### config.mk
export PLATFORM = sky130hd
export DESIGN_NAME = booth_multiplier_n
export DESIGN_NICKNAME = d
export VERILOG_FILES = /design/src/rtl/mult_pkg.sv /design/src/rtl/booth_step.sv /design/src/rtl/booth_multiplier_n.sv
export SDC_FILE = /design/constraint.sdc
export NUM_CORES = 1
export LEC_CHECK = 0
export CAP_MARGIN = 15
export CORE_AREA = 2 2 104 106
export DETAILED_ROUTE_END_ITERATION = 8
export DIE_AREA = 0 0 106 108
export GPL_ROUTABILITY_DRIVEN = 0
export PLACE_DENSITY = 0.66
export SLEW_MARGIN = 20
export SYNTH_ARGS = -nofsm -noshare
export SYNTH_HDL_FRONTEND = slang
export SYNTH_SLANG_ARGS = --single-unit
### constraint.sdc
create_clock -name clk -period 4.7 [get_ports clk]
set_clock_uncertainty 0.15 [all_clocks]
set_input_delay 0.94 -clock clk [delete_from_list [all_inputs] [get_ports clk]]
set_output_delay 0.94 -clock clk [all_outputs]
set_load 0.005 [all_outputs]
### src/rtl/mult_pkg.sv
// Shared constants for the radix-2 Booth multiplier.
// Holds the FSM state encoding and the default operand width.
package mult_pkg;

    localparam int DEFAULT_WIDTH = 16;

    typedef enum logic [1:0] {
        IDLE = 2'd0,
        CALC = 2'd1,
        DONE = 2'd2
    } state_t;

endpackage

### src/rtl/booth_step.sv
// One combinational radix-2 Booth step: add/sub the multiplicand,
// then arithmetic-shift {A,Q,Q-1} right by one bit.
module booth_step
    import mult_pkg::*;
#(
    parameter int WIDTH = DEFAULT_WIDTH
) (
    input  logic [WIDTH:0] a,
    input  logic [WIDTH:0] q,
    input  logic           q_m1,
    input  logic [WIDTH:0] m,
    output logic [WIDTH:0] a_next,
    output logic [WIDTH:0] q_next,
    output logic           q_m1_next
);

    logic [WIDTH:0] sum;

    always_comb begin
        case ({q[0], q_m1})
            2'b01:   sum = a + m;
            2'b10:   sum = a - m;
            default: sum = a;
        endcase
        a_next    = {sum[WIDTH], sum[WIDTH:1]};
        q_next    = {sum[0], q[WIDTH:1]};
        q_m1_next = q[0];
    end

endmodule

### src/rtl/booth_multiplier_n.sv
// Sequential radix-2 Booth multiplier, WIDTH+1 steps per operation.
// Define MULT_SIGNED_SEL_EN to add the Sgn port (1=signed, 0=unsigned).
module booth_multiplier_n
    import mult_pkg::*;
#(
    parameter int WIDTH = DEFAULT_WIDTH
) (
    input  logic               clk,
    input  logic               rst,
    input  logic               St,
`ifdef MULT_SIGNED_SEL_EN
    input  logic               Sgn,
`endif
    input  logic [WIDTH-1:0]   Mtp,
    input  logic [WIDTH-1:0]   Mtc,
    output logic               Busy,
    output logic               Done,
    output logic [2*WIDTH-1:0] Product
);

    localparam int CW = $clog2(WIDTH + 2);
    localparam logic [CW-1:0] STEPS = CW'(WIDTH + 1);

    state_t         state;
    logic [WIDTH:0] acc;
    logic [WIDTH:0] q;
    logic [WIDTH:0] m;
    logic           q_m1;
    logic [CW-1:0]  cnt;

    logic [WIDTH:0] a_next;
    logic [WIDTH:0] q_next;
    logic           q_m1_next;
    logic           signed_mode;

`ifdef MULT_SIGNED_SEL_EN
    assign signed_mode = Sgn;
`else
    assign signed_mode = 1'b1;
`endif

    // The extra top bit gives -M headroom for the most-negative operand.
    function automatic logic [WIDTH:0] ext(input logic [WIDTH-1:0] v,
                                           input logic s);
        return {s & v[WIDTH-1], v};
    endfunction

    booth_step #(.WIDTH(WIDTH)) u_step (
        .a         (acc),
        .q         (q),
        .q_m1      (q_m1),
        .m         (m),
        .a_next    (a_next),
        .q_next    (q_next),
        .q_m1_next (q_m1_next)
    );

    always_ff @(posedge clk) begin
        if (rst) begin
            state   <= IDLE;
            Busy    <= 1'b0;
            Done    <= 1'b0;
            Product <= '0;
            acc     <= '0;
            q       <= '0;
            m       <= '0;
            q_m1    <= 1'b0;
            cnt     <= '0;
        end else begin
            case (state)
                IDLE: begin
                    Done <= 1'b0;
                    if (St) begin
                        m     <= ext(Mtc, signed_mode);
                        q     <= ext(Mtp, signed_mode);
                        acc   <= '0;
                        q_m1  <= 1'b0;
                        cnt   <= STEPS;
                        Busy  <= 1'b1;
                        state <= CALC;
                    end
                end
                CALC: begin
                    acc  <= a_next;
                    q    <= q_next;
                    q_m1 <= q_m1_next;
                    cnt  <= cnt - 1'b1;
                    if (cnt == CW'(1)) begin
                        Product <= {a_next[WIDTH-2:0], q_next};
                        Done    <= 1'b1;
                        state   <= DONE;
                    end
                end
                DONE: begin
                    Done  <= 1'b0;
                    Busy  <= 1'b0;
                    state <= IDLE;
                end
                default: begin
                    Done  <= 1'b0;
                    Busy  <= 1'b0;
                    state <= IDLE;
                end
            endcase
        end
    end

endmodule

==> results.sh <==
export IMPL_cts_root_buf="clkbuf_8"
export IMPL_cts_sinks=91
export IMPL_vias_per_cell=5.44
export IMPL_ys_ff_latch=91
export IMPL_netSwitchingFraction=0.309
export IMPL_drive_above_1_share=0.0565
export IMPL_place_ws_ns=0.871
export IMPL_combPwrFrac=0.257
export IMPL_grt_setup_unrepaired="false"
export IMPL_synth_top_cell_by_area="dfxtp_1"
export IMPL_cts_tree="done"
export IMPL_overflow=0
export IMPL_worst_pin_slew_ns=0.827
export IMPL_p_int_w=0.00135
export IMPL_synth_compound_area_frac=0.221
export IMPL_yosysSeqAreaShare=0.400
export IMPL_synthAdderAreaFrac=0.0593
export IMPL_cap_violations=0
export IMPL_ios=69
export IMPL_worst_slack_ns=0.817
export IMPL_rows=37
export IMPL_clk_pin_slew_ns=0.09
export IMPL_synthMuxAreaShare=0.0203
export IMPL_power_frac_seq=0.436
export IMPL_status="finished clean"
export IMPL_grt_usage=0.197
export IMPL_dpl_instance_area_um2=5320
export IMPL_drt_antenna_violating_nets=0
export IMPL_setup_tns_ns=0
export IMPL_mostFrequentLayoutCell="nand2_1"
export IMPL_synthTopCellsByArea="dfxtp_1 (40%), nand2_1 (9.0%), a21oi_1 (8.1%), ha_1 (5.5%), xnor2_1 (4.2%)"
export IMPL_design_area_um2=5550
export IMPL_hpwlAfterDp_mm=7.70
export IMPL_postSynthAreaPerCell_um2=8.12
export IMPL_max_freq_ghz=0.258
export IMPL_grt_pass1_wl_mm=18.0
export IMPL_synthCells=561
export IMPL_syn_nets=617
export IMPL_synth_top_area_share=0.400
export IMPL_post_route_util=0.542
export IMPL_hold_viol_final=0
export IMPL_power_switching_w=0.000601
export IMPL_slew_headroom=0.449
export IMPL_numPortBuffers=68
export IMPL_crit_fanout=5
export IMPL_synth_cell_types=55
export IMPL_fin_crit_sh=0.826
export IMPL_synth_ff_type="dfxtp_1"
export IMPL_core_um2=10200
export IMPL_hold_class="register to register"
export IMPL_synth_edf_count=0
export IMPL_netlist_area_um2=4560
export IMPL_async_flop_share=0
export IMPL_crit_path_start_kind="register"
export IMPL_syn_to_final_growth_pct=21.7
export IMPL_yosys_warnings=0
export IMPL_synth_simple_area_share=0.205
export IMPL_antenna_found_initial=0
export IMPL_end_kind="register"
export IMPL_die_y_um=108
export IMPL_wirelength_mm=10.7
export IMPL_ir_drop_mv=0.169
export IMPL_h_tree_depth=3
export IMPL_start_util=0.445
export IMPL_postCtsHoldBufs=0
export IMPL_pwr_share_clk=0.307
export IMPL_initialDrtViolationCount=180
export IMPL_synth_xor_area_share=0.0500
export IMPL_worstPathRequired_ns=4.80
export IMPL_layout_common_cells="nand2_1 (109), dfxtp_1 (91), a21oi_1 (74)"
export IMPL_numCtsBuffers=9
export IMPL_clk_latency_ns=0.36
export IMPL_grt_max_degree=45
export IMPL_setup_violations=0
export IMPL_path_class="register to register"
export IMPL_power_density_nw_per_um2=351
export IMPL_fillers=988
export IMPL_grt_pass1_vias=3820
export IMPL_cts_setup_buffers=0
export IMPL_period_needed_ns=3.88
export IMPL_drv_slew=0
export IMPL_wl_per_cell_um=14.2
export IMPL_ctsResizeCount=0
export IMPL_route_detailed_drc=0
export IMPL_clockBufferDepth=2
export IMPL_die_width_um=106
export IMPL_nets=672
export IMPL_firstDrtPassIters=4
export IMPL_vias=4113
export IMPL_synth_top_family_by_area="compound AO/OA/AOI/OAI gates"
export IMPL_cp_arrival_ns=3.98
export IMPL_antenna_cells=0
export IMPL_total_leakage_power_nw=2.08
export IMPL_hold_slack_ns=0.310
export IMPL_die_area_um2=11400
-- critical path, stage by stage, from the launching register on --
cell	delay (ns)
dfxtp_1	0.35
or3_1	0.46
nor4_1	0.23
buf_4	0.19
a21oi_1	0.07
xnor2_1	0.16
ha_1	0.35
a21oi_1	0.18
o21ai_0	0.16
and3_1	0.21
a211oi_1	0.63
o21a_1	0.22
o22ai_1	0.09
mux2_1	0.30
-- metrics by stage --
step	power (W)	std cells
final	0.00195	756
after global routing	0.00206	756
after CTS	0.00196	756
after detailed placement	0.00137	741
after global placement	0.00135	741
after floorplan	0.00122	561
-- path summary, 6_finish.rpt --
check         startpoint  cells past startpoint     endpoint  slack, ns
min reg2reg  Product[13]                      2  Product[13]       0.31
max                 m[2]                     13      acc[15]       0.82
max reg2reg         m[2]                     13      acc[15]       0.82
min          Product[13]                      2  Product[13]       0.31
-- state kept, by name, indices dropped and copies added (netlist names) --
signal,cells
cnt,5
Busy,1
q_m1,1
m,16
q,17
acc,16
state,2
Done,1
Product,32
-- cell type report --
class                      count  area (um2)  area share
tap                          136         170      0.0307
clock inverter                 5        85.1      0.0153
multi-input combinational    424        2540       0.458
clock buffer                  10         138      0.0248
inverter                      13        48.8     0.00880
timing repair buffer          77         743       0.134
sequential                    91        1820       0.329
-- logic make-up after synthesis --
group	after synthesis
XOR/XNOR	26
AND/OR/NAND/NOR	204
AO/OA/AOI/OAI	164
buffers and inverters	46
adder cells (fa/ha/maj)	21
flip-flops	91
multiplexers	9
-- synthesized netlist by cell type, drive strengths merged (2+ instances only) --
library cell  instances
a21oi                74
a22oi                15
a311oi                2
nor2                 42
a21boi                2
nand3b                4
mux2i                 7
mux2                  2
o21a                  3
a32oi                 2
a211oi               11
o31ai                 3
and2                  4
dfxtp                91
a31oi                 7
or4                   2
nor2b                 4
nor3b                 4
a22o                  7
nand2b                5
buf                   6
inv                  13
nand2               109
xor2                  4
a21o                 10
or3                   2
nand3                 4
ha                   20
xnor2                22
o21ai                21
and3                  3
clkbuf               27
nor3                 14
-- routing by layer --
layer / GRT usage / wire [um] / vias to the layer above
met5: 0 / 0 / -
met3: 0.0428 / 617 / 11
met1: 0.271 / 5230 / 1928
met2: 0.305 / 4720 / 100
li1: - / - / 2074
met4: 0.0714 / 140 / 0
-- power groups by stage --
stage	combinational (W)	clock, W	sequential (W)
after detailed placement	0.000499	0	0.000866
after CTS	0.000501	0.000608	0.000848
after floorplan	0.000366	0	0.000857
after global placement	0.000489	0	0.000864
after global routing	0.000560	0.000642	0.000856
final	0.000501	0.000598	0.000849
Note: power is estimated with default switching activity, not from simulation.
